[config.mk]
export PLATFORM = sky130hd
export DESIGN_NAME = rr_arb_out_fifo_flat
export DESIGN_NICKNAME = d
export VERILOG_FILES = /design/src/rtl/rr_arb_out_fifo_if.sv /design/src/rtl/rr_arb_out_fifo.sv /design/src/flat_wrapper.sv
export SDC_FILE = /design/constraint.sdc
export NUM_CORES = 1
export LEC_CHECK = 0
export BUFFER_PORTS_ARGS = -buffer_cell sky130_fd_sc_hd__buf_2
export CAP_MARGIN = 20
export CORE_MARGIN = 2
export CORE_UTILIZATION = 55
export CTS_CLUSTER_DIAMETER = 60
export DETAILED_ROUTE_END_ITERATION = 12
export PLACE_DENSITY = 0.81
export SYNTH_ARGS = -nofsm -noshare
export SYNTH_HDL_FRONTEND = slang
export SYNTH_SLANG_ARGS = --single-unit
[constraint.sdc]
create_clock -name aclk -period 2.55 [get_ports aclk]
set_input_delay 0.1275 -clock aclk [delete_from_list [all_inputs] [get_ports aclk]]
set_output_delay 0.1275 -clock aclk [all_outputs]
set_load 0.03 [all_outputs]
[src/rtl/rr_arb_out_fifo_if.sv]
`default_nettype none
// ============================================================================
//  Module      : rr_arb_out_fifo_if
//  Description : Stream bundle between the round-robin arbiter output, the
//                output FIFO and its downstream consumer, plus FIFO status.
//  Revision    : 1.0 - initial release
// ============================================================================
interface rr_arb_out_fifo_if #(
   parameter int DATA_WIDTH = 16,
   parameter int DEPTH      = 4
);
   localparam int c_CNT_W = $clog2(DEPTH + 1);

   // upstream (arbiter -> FIFO)
   logic                  prev_valid_i;
   logic                  prev_ready_o;
   logic [DATA_WIDTH-1:0] prev_data_i;
   // downstream (FIFO -> consumer)
   logic                  next_valid_o;
   logic                  next_ready_i;
   logic [DATA_WIDTH-1:0] next_data_o;
   // status
   logic [c_CNT_W-1:0]    count_o;
   logic                  almost_full_o;

   // FIFO side of the bundle
   modport slave (
      input  prev_valid_i,
      output prev_ready_o,
      input  prev_data_i,
      output next_valid_o,
      input  next_ready_i,
      output next_data_o,
      output count_o,
      output almost_full_o
   );

   // Environment side: drives upstream data and downstream ready
   modport master (
      output prev_valid_i,
      input  prev_ready_o,
      output prev_data_i,
      input  next_valid_o,
      output next_ready_i,
      input  next_data_o,
      input  count_o,
      input  almost_full_o
   );
endinterface
`default_nettype wire

[src/rtl/rr_arb_out_fifo.sv]
`default_nettype none
// ============================================================================
//  Module      : rr_arb_out_fifo
//  Description : First-word-fall-through FIFO on the output of the two-input
//                round-robin arbiter. Decouples grant timing from downstream
//                back-pressure; exposes occupancy and almost-full status.
//  Revision    : 1.0 - initial release
// ============================================================================
module rr_arb_out_fifo #(
   parameter int DATA_WIDTH = 16,
   parameter int DEPTH      = 4,
   parameter int AFULL_THR  = 3
) (
   input  wire                  aclk,
   input  wire                  areset,
   rr_arb_out_fifo_if.slave     bus
);
   localparam int c_PTR_W = $clog2(DEPTH);
   localparam int c_CNT_W = $clog2(DEPTH + 1);

   localparam logic [c_CNT_W-1:0] c_CNT_FULL  = c_CNT_W'(DEPTH);
   localparam logic [c_CNT_W-1:0] c_CNT_AFULL = c_CNT_W'(AFULL_THR);
   localparam logic [c_CNT_W-1:0] c_CNT_ONE   = c_CNT_W'(1);
   localparam logic [c_PTR_W-1:0] c_PTR_ONE   = c_PTR_W'(1);

   // Elaboration-time parameter sanity: pointers wrap by overflow, so DEPTH
   // has to be a power of two, and the threshold must be reachable.
   if ((DEPTH < 2) || ((DEPTH & (DEPTH - 1)) != 0)) begin : g_depth_check
      $error("rr_arb_out_fifo: DEPTH must be a power of two >= 2");
   end
   if ((AFULL_THR < 1) || (AFULL_THR > DEPTH)) begin : g_afull_check
      $error("rr_arb_out_fifo: AFULL_THR must lie in 1..DEPTH");
   end

   logic [DATA_WIDTH-1:0] r_mem [DEPTH];
   logic [c_PTR_W-1:0]    r_wr_ptr;
   logic [c_PTR_W-1:0]    r_rd_ptr;
   logic [c_CNT_W-1:0]    r_count;

   logic                  w_prev_ready;
   logic                  w_next_valid;
   logic                  w_push;
   logic                  w_pop;
   logic [c_CNT_W-1:0]    w_count_nxt;

   // Ready/valid come from the count register only, so there is no
   // combinational path from next_ready_i to prev_ready_o. The price is a
   // one-cycle bubble when a full FIFO is popped.
   assign w_prev_ready = (r_count != c_CNT_FULL);
   assign w_next_valid = (r_count != '0);
   assign w_push       = bus.prev_valid_i & w_prev_ready;
   assign w_pop        = w_next_valid & bus.next_ready_i;

   // Occupancy update: simultaneous push and pop leave the count unchanged.
   always_comb begin
      w_count_nxt = r_count;
      if (w_push && !w_pop) begin
         w_count_nxt = r_count + c_CNT_ONE;
      end else if (w_pop && !w_push) begin
         w_count_nxt = r_count - c_CNT_ONE;
      end
   end

   // Storage array: written on push, deliberately not reset.
   always_ff @(posedge aclk) begin
      if (w_push && !areset) begin
         r_mem[r_wr_ptr] <= bus.prev_data_i;
      end
   end

   // Pointers and count; reset discards all entries and any same-cycle push/pop.
   always_ff @(posedge aclk) begin
      if (areset) begin
         r_wr_ptr <= '0;
         r_rd_ptr <= '0;
         r_count  <= '0;
      end else begin
         if (w_push) begin
            r_wr_ptr <= r_wr_ptr + c_PTR_ONE;
         end
         if (w_pop) begin
            r_rd_ptr <= r_rd_ptr + c_PTR_ONE;
         end
         r_count <= w_count_nxt;
      end
   end

   // Head entry falls through combinationally from the registered array;
   // it stays put until popped because rd_ptr only moves on a pop.
   assign bus.prev_ready_o  = w_prev_ready;
   assign bus.next_valid_o  = w_next_valid;
   assign bus.next_data_o   = r_mem[r_rd_ptr];
   assign bus.count_o       = r_count;
   assign bus.almost_full_o = (r_count >= c_CNT_AFULL);

endmodule
`default_nettype wire

[src/flat_wrapper.sv]
// flat-port wrapper written by rule: the top's interface ports become plain ports
module rr_arb_out_fifo_flat 
#(
   parameter int DATA_WIDTH = 16,
   parameter int DEPTH      = 4,
   parameter int AFULL_THR  = 3
)
  (aclk, areset, bus_prev_valid_i, bus_prev_ready_o, bus_prev_data_i, bus_next_valid_o, bus_next_ready_i, bus_next_data_o, bus_count_o, bus_almost_full_o);
  rr_arb_out_fifo_if #(.DATA_WIDTH(DATA_WIDTH), .DEPTH(DEPTH)) bus_i ();
  input  wire aclk;
  input  wire areset;
  input wire logic [$bits(bus_i.prev_valid_i)-1:0] bus_prev_valid_i;
  output wire logic [$bits(bus_i.prev_ready_o)-1:0] bus_prev_ready_o;
  input wire logic [$bits(bus_i.prev_data_i)-1:0] bus_prev_data_i;
  output wire logic [$bits(bus_i.next_valid_o)-1:0] bus_next_valid_o;
  input wire logic [$bits(bus_i.next_ready_i)-1:0] bus_next_ready_i;
  output wire logic [$bits(bus_i.next_data_o)-1:0] bus_next_data_o;
  output wire logic [$bits(bus_i.count_o)-1:0] bus_count_o;
  output wire logic [$bits(bus_i.almost_full_o)-1:0] bus_almost_full_o;
  assign bus_i.prev_valid_i = bus_prev_valid_i;
  assign bus_prev_ready_o = bus_i.prev_ready_o;
  assign bus_i.prev_data_i = bus_prev_data_i;
  assign bus_next_valid_o = bus_i.next_valid_o;
  assign bus_i.next_ready_i = bus_next_ready_i;
  assign bus_next_data_o = bus_i.next_data_o;
  assign bus_count_o = bus_i.count_o;
  assign bus_almost_full_o = bus_i.almost_full_o;
  rr_arb_out_fifo #(.DATA_WIDTH(DATA_WIDTH), .DEPTH(DEPTH), .AFULL_THR(AFULL_THR)) u_core (.aclk(aclk), .areset(areset), .bus(bus_i));
endmodule
==> results of run 1 <==
area by class of cell:
cell class | count | area [um2]
clock buffer | 15 | 156.4
sequential | 73 | 2102
multi-input combinational | 51 | 674.4
clock inverter | 1 | 5.005
timing repair buffer | 59 | 372.9
inverter | 4 | 17.52
fill | 324 | 1405
tap | 67 | 83.83
cell families after synthesis:
family | after synthesis | share of synthesized area, %
muxes | 19 | 14.13
DFF | 73 | 75.10
adders and majority gates | 6 | 2.950
and+or+nand+nor | 17 | 3.800
buffers and inverters | 9 | 1.520
xor gates and xnor gates | 4 | 1.252
AOI/OAI and AO/OA | 5 | 1.252
synth_stat cells:
cell      instances  area share (%)
clkbuf_2          1            0.18
xor2_1            4             1.3
mux2i_1           2            0.72
a21o_2            1            0.31
inv_1             3            0.40
nand2_4           1            0.40
fa_1              1            0.72
buf_2             1            0.18
o31ai_1           1            0.27
mux4_2           16              13
nor2_1            7            0.94
mux2_4            1            0.54
nor3b_1           4             1.1
inv_4             1            0.22
or3_2             2            0.54
ha_1              5             2.2
edfxtp_1         64              69
o311ai_0          1            0.31
a21oi_1           1            0.18
dfxtp_1           9             6.4
nand2b_1          2            0.45
or3b_4            1            0.40
clkbuf_1          1            0.13
buf_1             1            0.13
o21ai_0           1            0.18
buf_4             1            0.27
through the flow:
step / util (%) / TNS, ns / std cells
2_1_floorplan: - / -8.644 / 133
6_report: 70.83 / 0 / 270
4_1_cts: 68.96 / 0 / 261
5_1_grt: 70.83 / 0 / 270
3_5_place_dp: 64.78 / 0 / 241
3_3_place_gp: 64.78 / 0 / 241
path summary, 6_finish.rpt:
path,start,end,cells after the start
setup reg to reg,u_core.bus.count_o[0],u_core.bus.count_o[2],7
hold / removal,bus_prev_data_i[5],u_core.r_mem[1][5],1
hold reg to reg,u_core.r_wr_ptr[1],u_core.r_wr_ptr[1],2
setup / recovery,u_core.bus.count_o[0],u_core.bus.count_o[2],7
registers in the layout, summed over array words and instances (netlist names), named ones only:
register / flops
u_core.r_mem: 64
u_core.bus.count_o: 3
u_core.r_rd_ptr: 2
u_core.r_wr_ptr: 2
critical path, stage by stage (launching register included):
cell	delay (ns)
dfxtp_1	0.39
o31ai_1	0.42
ha_1	0.26
inv_1	0.06
fa_1	0.39
xor2_1	0.17
or3_2	0.41
a21oi_1	0.15
metal layers:
| metal | GRT usage, % | wire length (um) | vias to the layer above |
|---|---|---|---|
| met5 | 0 | 0 | - |
| li1 | - | - | 660 |
| met2 | 30.43 | 2578 | 67 |
| met1 | 21.02 | 1831 | 720 |
| met4 | 5.848 | 17 | 0 |
| met3 | 7.804 | 290 | 2 |
timing repair:
action / 4_1_cts / 5_1_grt
hold buffers: 4 / 9
endpoints found under the hold margin: 14 / 35
endpoints found under the setup margin: 0 / 0
power groups by stage:
stage	combinational [mW]	sequential (mW)	clock [mW]
final	1.04	1.50	0.747
after global routing	1.11	1.51	0.828
after CTS	1.04	1.50	0.769
after detailed placement	1.03	1.52	0
after global placement	0.996	1.51	0
after floorplan	0.754	1.53	0
cells in the final DEF, fill, tap and decap left out:
master / netlist / layout
a21o_2: 1 / 1
a21oi_1: 1 / 1
buf_2: 1 / 41
buf_4: 1 / 5
clkbuf_1: 1 / 5
clkbuf_8: 0 / 10
clkinv_2: 0 / 1
dfxtp_1: 9 / 9
dlygate4sd3_1: 0 / 13
edfxtp_1: 64 / 64
fa_1: 1 / 1
ha_1: 5 / 5
inv_1: 3 / 3
inv_4: 1 / 1
mux2_4: 1 / 1
mux2i_1: 2 / 2
mux4_2: 16 / 16
nand2_4: 1 / 1
nand2b_1: 2 / 2
nor2_1: 7 / 7
nor3b_2: 0 / 4
o21ai_0: 1 / 1
o311ai_0: 1 / 1
o31ai_1: 1 / 1
or3_2: 2 / 2
or3b_4: 1 / 1
xor2_1: 4 / 4
==> results.md, run 1 <==
- Run status: finished clean
- Clock Sinks: 73
- Cts bufs inserted: 9
- Wirelength per Cell: 17.47 um
- Synthesis-stage register bit count: 73
- Slew Viols, Final: 0
- Port buffer count: 41
- Antenna Cells: 0
- Critical Path AT: 2.58 ns
- Share of cells above drive strength 1: 41.38%
- CTS root buffer: clkbuf_8
- Mapped Avg Cell Area: 21.04 um2
- Cell area after synthesis: 0.002799 mm2
- Logic pwr share: 31.6%
- Number of detailed-route iterations in the first pass: 4
- FMAX: 431.9 MHz
- Tcrit/Tclk final: 90.80%
- Clk Latency, worst-skew pair: 0.33 ns
- Overflow after GRT: 0
- Hold_ws: 0.01901 ns
- Final Hold Viols: 0
- Worst Skew: 0.005887 ns
- Required time of the critical path: 2.81 ns
- Die X: 75.34 um
- Synthesis-to-layout area growth: 21.90%
- Routability cong.: 0.6804
- Clock share of power: 22.8%
- Pin slew with the least headroom to its limit: 0.7692 ns
- First-pass GRT wire length: 7.038 mm
- Power density over cell area: 961.8 mW/mm2
- Crit path time final: 2.315 ns
- Critical Setup Path Class: reg -> reg
- DR iter-0 viols: 120
- Setup WS post-layout: 0.2346 ns
- HPWL Detailed: 2.926 mm
- CTS Buffer Depth: 2
- Min-delay worst type: in -> reg
- Initial antenna violation count: 0
- Sequential share of the synthesized area: 75.10%
- Max cap viols: 0
- Largest net degree at the start of global routing: 17
- Synth warnings: 0
- Worst reg-to-reg setup slack: 0.23 ns
- Worst vdd ir: 0.8149 mV
- Leakage: 1.218 nW
- Critical Path End Type: flop
- Row count: 25
- Via/cell ratio: 5.367
- Startpoint types: flop
- Mapped Cells: 133
- Post-Route WL: 4.717 mm
- Post-route ant nets: 0
- RSZ-0062 raised after global routing: false
- Post-synth net total: 159
- Die Y: 75.34 um
- Clk slew on worst S/H paths: 0.07 ns
- Design area: 0.003412 mm2
- Relative slew slack: 48.65%
- Die ar.: 0.005675 mm2
- CTS tree: done
- Critical path peak fanout: 8
- Core area: 0.004817 mm2
- Placed inst area: 0.003120 mm2
- PostCTS Resize Cnt: 0
- Detailed-route DRC error count: 0
- Sw Ratio: 32.52%
- Total number of vias: 1,449
- Setup Buffers After CTS: 0
- Pint: 2.214 mW
- Setup-failing EPs final: 0
- Io pins: 42
- Total design power: 3.282 mW
- Vias in the first global route: 1,434
- H-tree depth: 3
- Pre-CTS WS: 0.2430 ns
- Synth cell types: 26
- Flop pwr share: 45.6%
- GR Util All Layers: 18.05%
- Switch Pwr: 1.067 mW
- Starting Density: 58.10%
- Post-layout net count: 224
(Power assumes the default switching activity.)
==> run 2: changes to the inputs <==
CORE_UTILIZATION = 58   (was 55)
CTS_BUF_LIST = sky130_fd_sc_hd__clkbuf_8   (was unset)
PLACE_DENSITY = 0.85   (was 0.81)
==> results.md, run 2 (synthesis gave the netlist of run 1 again) <==
- Register area: 0.002102 mm2 (unchanged)
- Critical Path End Type: flop
- Worst vdd ir: 1.108 mV (+36%)
- Detailed-route DRC error count: 0 (unchanged)
- Die X: 73.47 um (-2.5%)
- H-tree depth: 3 (unchanged)
- Power density over cell area: 967.4 mW/mm2 (+0.58%)
- Post-Route WL: 4.580 mm (-2.9%)
- Pre-CTS WS: 0.2528 ns (+0.009794 ns)
- Io pins: 42 (unchanged)
- Commonest cells after routing, fill and taps aside: 64 x edfxtp_1, 41 x buf_2, 16 x mux4_2
- Pin slew with the least headroom to its limit: 0.7628 ns (-0.006385 ns)
- Vias in the first global route: 1,468 (+2.4%)
- Worst-path cell chain: o31ai_1 > ha_1 > inv_1 > fa_1 > xor2_1 > or3_2 > a21oi_1
- RSZ-0062 raised after global routing: false
- Share of cells above drive strength 1: 42.00% (+0.62 points)
- Via/cell ratio: 5.508 (+2.6%)
- Required time of the critical path: 2.81 ns (about the same)
- Placed inst area: 0.003104 mm2 (-0.52%)
- Total number of vias: 1,399 (-3.5%)
- Met3 Use GR: 7.819% (+0.015 points)
- Starting Density: 59.65% (+1.5 points)
- Clk Latency, worst-skew pair: 0.33 ns (about the same)
- Worst Skew: 0.005679 ns (-0.0002081 ns)
- Die ar.: 0.005397 mm2 (-4.9%)
- DR iter-0 viols: 63 (-48%)
- Routability cong.: 0.8227 (+21%)
- Run status: finished clean
- Tcrit/Tclk final: 90.45% (-0.34 points)
- Final setup TNS: 0 ns (unchanged)
- Fill count: 288 (-11%)
- Global route hottest layer: met2
- Critical path's largest stage delay: 0.42 ns (about the same)
- Min-delay worst type: in -> reg
- Synthesis-to-layout area growth: 20.25%
- Multi-input logic area: 674.4 um2 (unchanged)
- Crit path time final: 2.307 ns (-0.008781 ns)
- Clock Sinks: 73 (unchanged)
- Worst reg-to-reg setup slack: 0.24 ns (about the same)
- Row count: 25 (unchanged)
- Met1 usage: 22.58% (+1.6 points)
- Post-route ant nets: 0 (unchanged)
- Number of detailed-route iterations in the first pass: 5 (+1)
- Antenna Cells: 0 (unchanged)
- Largest net degree at the start of global routing: 17 (unchanged)
- Design area: 0.003366 mm2 (-1.4%)
- FMAX: 433.5 MHz (+0.38%)
- PostCTS Resize Cnt: 0 (unchanged)
- Setup-failing EPs final: 0 (unchanged)
- Global Route met2 Usage: 30.16% (-0.28 points)
- Clk slew on worst S/H paths: 0.07 ns (about the same)
- Critical path peak fanout: 8 (unchanged)
- Hold EP: u_core.r_mem[1][10]
- Overflow after GRT: 0 (unchanged)
- Core area: 0.004692 mm2 (-2.6%)
- WHS Path Cells: 1 (unchanged)
- Startpoint types: flop
- Hold wc startpoint: bus_prev_data_i[10]
- Critical Path AT: 2.56 ns (-0.02 ns)
- Cts bufs inserted: 9 (unchanged)
- First-pass GRT wire length: 7.127 mm (+1.3%)
- Critical R2R Launch: u_core.bus.count_o[0]
- Port buffer count: 41 (unchanged)
- GR Util All Layers: 18.95% (+0.90 points)
- Setup WS post-layout: 0.2434 ns (+0.008781 ns)
- Biggest register: u_core.r_mem
- CP delay by family, top: adder cells
- Final Hold Viols: 0 (unchanged)
- CTS tree: done
- Initial antenna violation count: 0 (unchanged)
- CTS root buffer: clkbuf_8
- Leakage: 1.226 nW (+0.67%)
- Relative slew slack: 49.08% (+0.43 points)
- Max cap viols: 0 (unchanged)
- Critical Setup Path Class: reg -> reg
- Flip-flop count of the largest register after layout: 64 (unchanged)
- Die Y: 73.47 um (-2.5%)
- Slowest CP cell: o31ai_1
- HPWL Detailed: 3.067 mm (+4.8%)
- CTS Buffer Depth: 2 (unchanged)
- Commonest non-fill, non-tap cell in the layout: edfxtp_1
- Slew Viols, Final: 0 (unchanged)
- Worst Path Buf+Inv: 1 (unchanged)
- Post-layout net count: 221 (-1.3%)
- R2R cell count: 7 (unchanged)
- Critical R2R Capture: u_core.bus.count_o[2]
- Wirelength per Cell: 18.03 um (+3.2%)
[run 2: cell count changes in the layout (fill, tap and decap cells not counted)]
cell | before | now
clkbuf_1 | 5 | 0
dlygate4sd3_1 | 13 | 10
inv_1 | 3 | 8
[run 2: worst max-delay path by stage]
stage | cells past startpoint | to | from
after floorplan | 3 | u_core.r_mem[1][0] | u_core.bus.count_o[0]
after global placement | 7 | u_core.bus.count_o[2] | u_core.bus.count_o[0]
after detailed placement | 7 | u_core.bus.count_o[2] | u_core.bus.count_o[0]
after CTS | 7 | u_core.bus.count_o[2] | u_core.bus.count_o[0]
after global routing | 7 | u_core.bus.count_o[2] | u_core.bus.count_o[0]
final | 7 | u_core.bus.count_o[2] | u_core.bus.count_o[0]
[run 2: stage by stage]
| stage | instances | util (%) | power [mW] | hold slack, ns |
|---|---|---|---|---|
| after global routing | 254 | 71.73 | 3.412 | 0.002605 |
| after CTS | 253 | 71.52 | 3.298 | 0.0001577 |
| after detailed placement | 228 | 66.16 | 2.558 | 0.3445 |
| after floorplan | 133 | - | 2.288 | 0.2264 |
| after global placement | 228 | 66.16 | 2.505 | 0.3371 |
| final | 254 | 71.73 | 3.256 | 0.02190 |
[run 2: what timing repair did]
item | CTS | global route
endpoints found under the hold margin | 35 | 3
setup buffers | 0 | 0
hold buffers | 9 | 1
[run 2: layer usage]
metal  share of wire (%)  up-vias
met2                  53       36
met3                 4.8        4
met5                   0        -
met4                0.74        0
li1                    -      652
met1                  42      707
[run 2: report_power, final]
part | internal (mW) | switching [mW] | leakage, nW | total [mW]
clock network | 0.360 | 0.364 | 0.102 | 0.724
logic | 0.418 | 0.614 | 0.469 | 1.03
registers | 1.41 | 0.0913 | 0.655 | 1.50
total | 2.19 | 1.07 | 1.23 | 3.26
[run 2: cell type report]
cell class                 instances  area share (%)
timing repair buffer              56           10.19
tap                               54           2.007
inverter                           4          0.5204
multi-input combinational         51           20.04
sequential                        73           62.45
clock buffer                      10           4.089
clock inverter                     6          0.7063
[run 2: worst reg2reg max path, delay by kind of cell, from the launching register on]
family,cells,cell delay (ns)
simple gates,1,0.41
fa+ha+maj,2,0.62
buf+inv,1,0.06
compound gates,2,0.57
xor+xnor,1,0.16
flops,1,0.40
==> run 3: changes to the inputs <==
CAP_MARGIN = unset   (was 20)
CELL_PAD_IN_SITES_DETAIL_PLACEMENT = 1   (was unset)
CELL_PAD_IN_SITES_GLOBAL_PLACEMENT = 2   (was unset)
CORE_UTILIZATION = 44   (was 58)
==> results.md, run 3 (synthesis gave the netlist of run 1 again) <==
- Slew Viols, Final: 0 (unchanged)
- Io pins: 42 (unchanged)
- Final Hold Viols: 0 (unchanged)
- Critical Path AT: 2.59 ns (+0.03 ns)
- Setup WS post-layout: 0.2286 ns (-0.01488 ns)
- Synthesis-to-layout area growth: 22.84%
- Flip-flop count of the largest register after layout: 64 (unchanged)
- Antenna Cells: 0 (unchanged)
- Sw Ratio: 32.68% (-0.14 points)
- Final setup TNS: 0 ns (unchanged)
- Power density over cell area: 1030 mW/mm2 (+6.5%)
- Relative slew slack: 48.41% (-0.66 points)
- Starting Density: 44.85% (-15 points)
- Placed inst area: 0.003133 mm2 (+0.93%)
- Post-layout net count: 219 (-0.90%)
- Worst-path cell chain: o31ai_1 > ha_1 > inv_1 > fa_1 > xor2_1 > or3_2 > a21oi_1
- Port buffer count: 41 (unchanged)
- Hold wc startpoint: bus_prev_data_i[10]
- CTS tree: done
- Post-layout util: 55.09% (-17 points)
- Vias in the first global route: 1,560 (+6.3%)
- Worst Skew: 0.009242 ns (+0.003562 ns)
- Leakage: 1.221 nW (-0.35%)
- Finished Layout Cells: 275 (+8.3%)
- GR Util All Layers: 15.93% (-3.0 points)
- Setup-failing EPs final: 0 (unchanged)
- CTS root buffer: clkbuf_8
- Via/cell ratio: 5.244 (-4.8%)
- Post-route ant nets: 0 (unchanged)
- Min-delay worst type: in -> reg
- Worst Path Buf+Inv: 1 (unchanged)
- Flop pwr share: 42.4% (-3.7 points)
- Critical Path End Type: flop
- RSZ-0062 raised after global routing: false
- Detailed-route DRC error count: 0 (unchanged)
- Design area: 0.003438 mm2 (+2.2%)
- Total design power: 3.542 mW (+8.8%)
- Placed Cells: 251 (+10%)
- Startpoint types: flop
- Clk slew on worst S/H paths: 0.08 ns (about the same)
- Worst Setup SP: u_core.bus.count_o[0]
- Max cap viols: 0 (unchanged)
- Critical R2R Launch: u_core.bus.count_o[0]
- Hold_ws: 0.008247 ns (-0.01366 ns)
- Critical path's largest stage delay: 0.42 ns (about the same)
- Pin slew with the least headroom to its limit: 0.7727 ns (+0.009925 ns)
- Post-Route WL: 5.089 mm (+11%)
- Die Y: 83.76 um (+14%)
- CP delay by family, top: adder cells
- Pint: 2.384 mW (+9.0%)
- Clk Latency, worst-skew pair: 0.34 ns (about the same)
- Overflow after GRT: 0 (unchanged)
- Clock share of power: 28.0% (+5.8 points)
- Number of detailed-route iterations in the first pass: 4 (-1)
- Crit path time final: 2.321 ns (+0.01488 ns)
- Critical path peak fanout: 8 (unchanged)
- Tcrit/Tclk final: 91.04% (+0.58 points)
- Run status: finished clean
- Wirelength per Cell: 18.51 um (+2.6%)
- Required time of the critical path: 2.82 ns (about the same)
- Worst vdd ir: 0.5837 mV (-47%)
- DR iter-0 viols: 75 (+19%)
- Row count: 29 (+16%)
- Slowest CP cell: or3_2
- Die X: 83.76 um (+14%)
- Share of cells above drive strength 1: 44.95% (+2.9 points)
- Setup Buffers After CTS: 0 (unchanged)
- Commonest cells after routing, fill and taps aside: 64 x edfxtp_1, 41 x buf_2, 16 x mux4_2
- Routability cong.: 0.6647 (-19%)
- HPWL Detailed: 3.328 mm (+8.5%)
- Clock Sinks: 73 (unchanged)
- Pre-CTS WS: 0.2238 ns (-0.02897 ns)
- First-pass GRT wire length: 8.300 mm (+16%)
- Largest net degree at the start of global routing: 17 (unchanged)
- Commonest non-fill, non-tap cell in the layout: edfxtp_1
- H-tree depth: 3 (unchanged)
- Logic pwr share: 29.6% (-2.1 points)
- Switch Pwr: 1.157 mW (+8.3%)
- Total number of vias: 1,442 (+3.1%)
- Initial antenna violation count: 0 (unchanged)
- FMAX: 430.8 MHz (-0.64%)
- Cts bufs inserted: 9 (unchanged)
- Core area: 0.006241 mm2 (+33%)
- Die ar.: 0.007015 mm2 (+30%)
- Critical Setup Path Class: reg -> reg
- CTS Buffer Depth: 2 (unchanged)
- Biggest register: u_core.r_mem
[run 3: what timing repair did]
item,CTS,global route
hold buffers,8,0
hold endpoints to repair,32,0
gates resized for setup,0,0
[run 3: path summary, 6_finish.rpt]
check                     endpoint  slack, ns  cells past startpoint
max          u_core.bus.count_o[2]       0.23                      7
min            u_core.r_mem[1][10]      0.008                      1
max reg2reg  u_core.bus.count_o[2]       0.23                      7
min reg2reg     u_core.r_wr_ptr[1]       0.52                      2
[run 3: area by class of cell]
cell class | instances | area (um2)
Multi-Input combinational cell | 51 | 674.4
Clock inverter | 7 | 101.3
Tap cell | 77 | 96.34
Inverter | 4 | 17.52
Sequential cell | 73 | 2102
Timing Repair Buffer | 54 | 322.8
Clock buffer | 9 | 123.9
Fill cell | 598 | 2803
[run 3: power groups by stage]
stage / logic [mW] / clock network, mW / registers, mW
6_report: 1.05 / 0.993 / 1.50
5_1_grt: 1.12 / 1.06 / 1.52
4_1_cts: 1.07 / 1.01 / 1.50
3_5_place_dp: 1.06 / 0 / 1.53
3_3_place_gp: 1.01 / 0 / 1.51
2_1_floorplan: 0.754 / 0 / 1.53
[run 3: layer usage]
metal | share of wire (%) | wire (um) | up-vias | global-route usage, %
met5 | 0 | 0 | - | 0
met4 | 1.6 | 80 | 0 | 6.745
met3 | 4.4 | 223 | 9 | 3.660
met2 | 52 | 2640 | 46 | 26.47
met1 | 42 | 2144 | 737 | 20.20
li1 | - | - | 650 | -
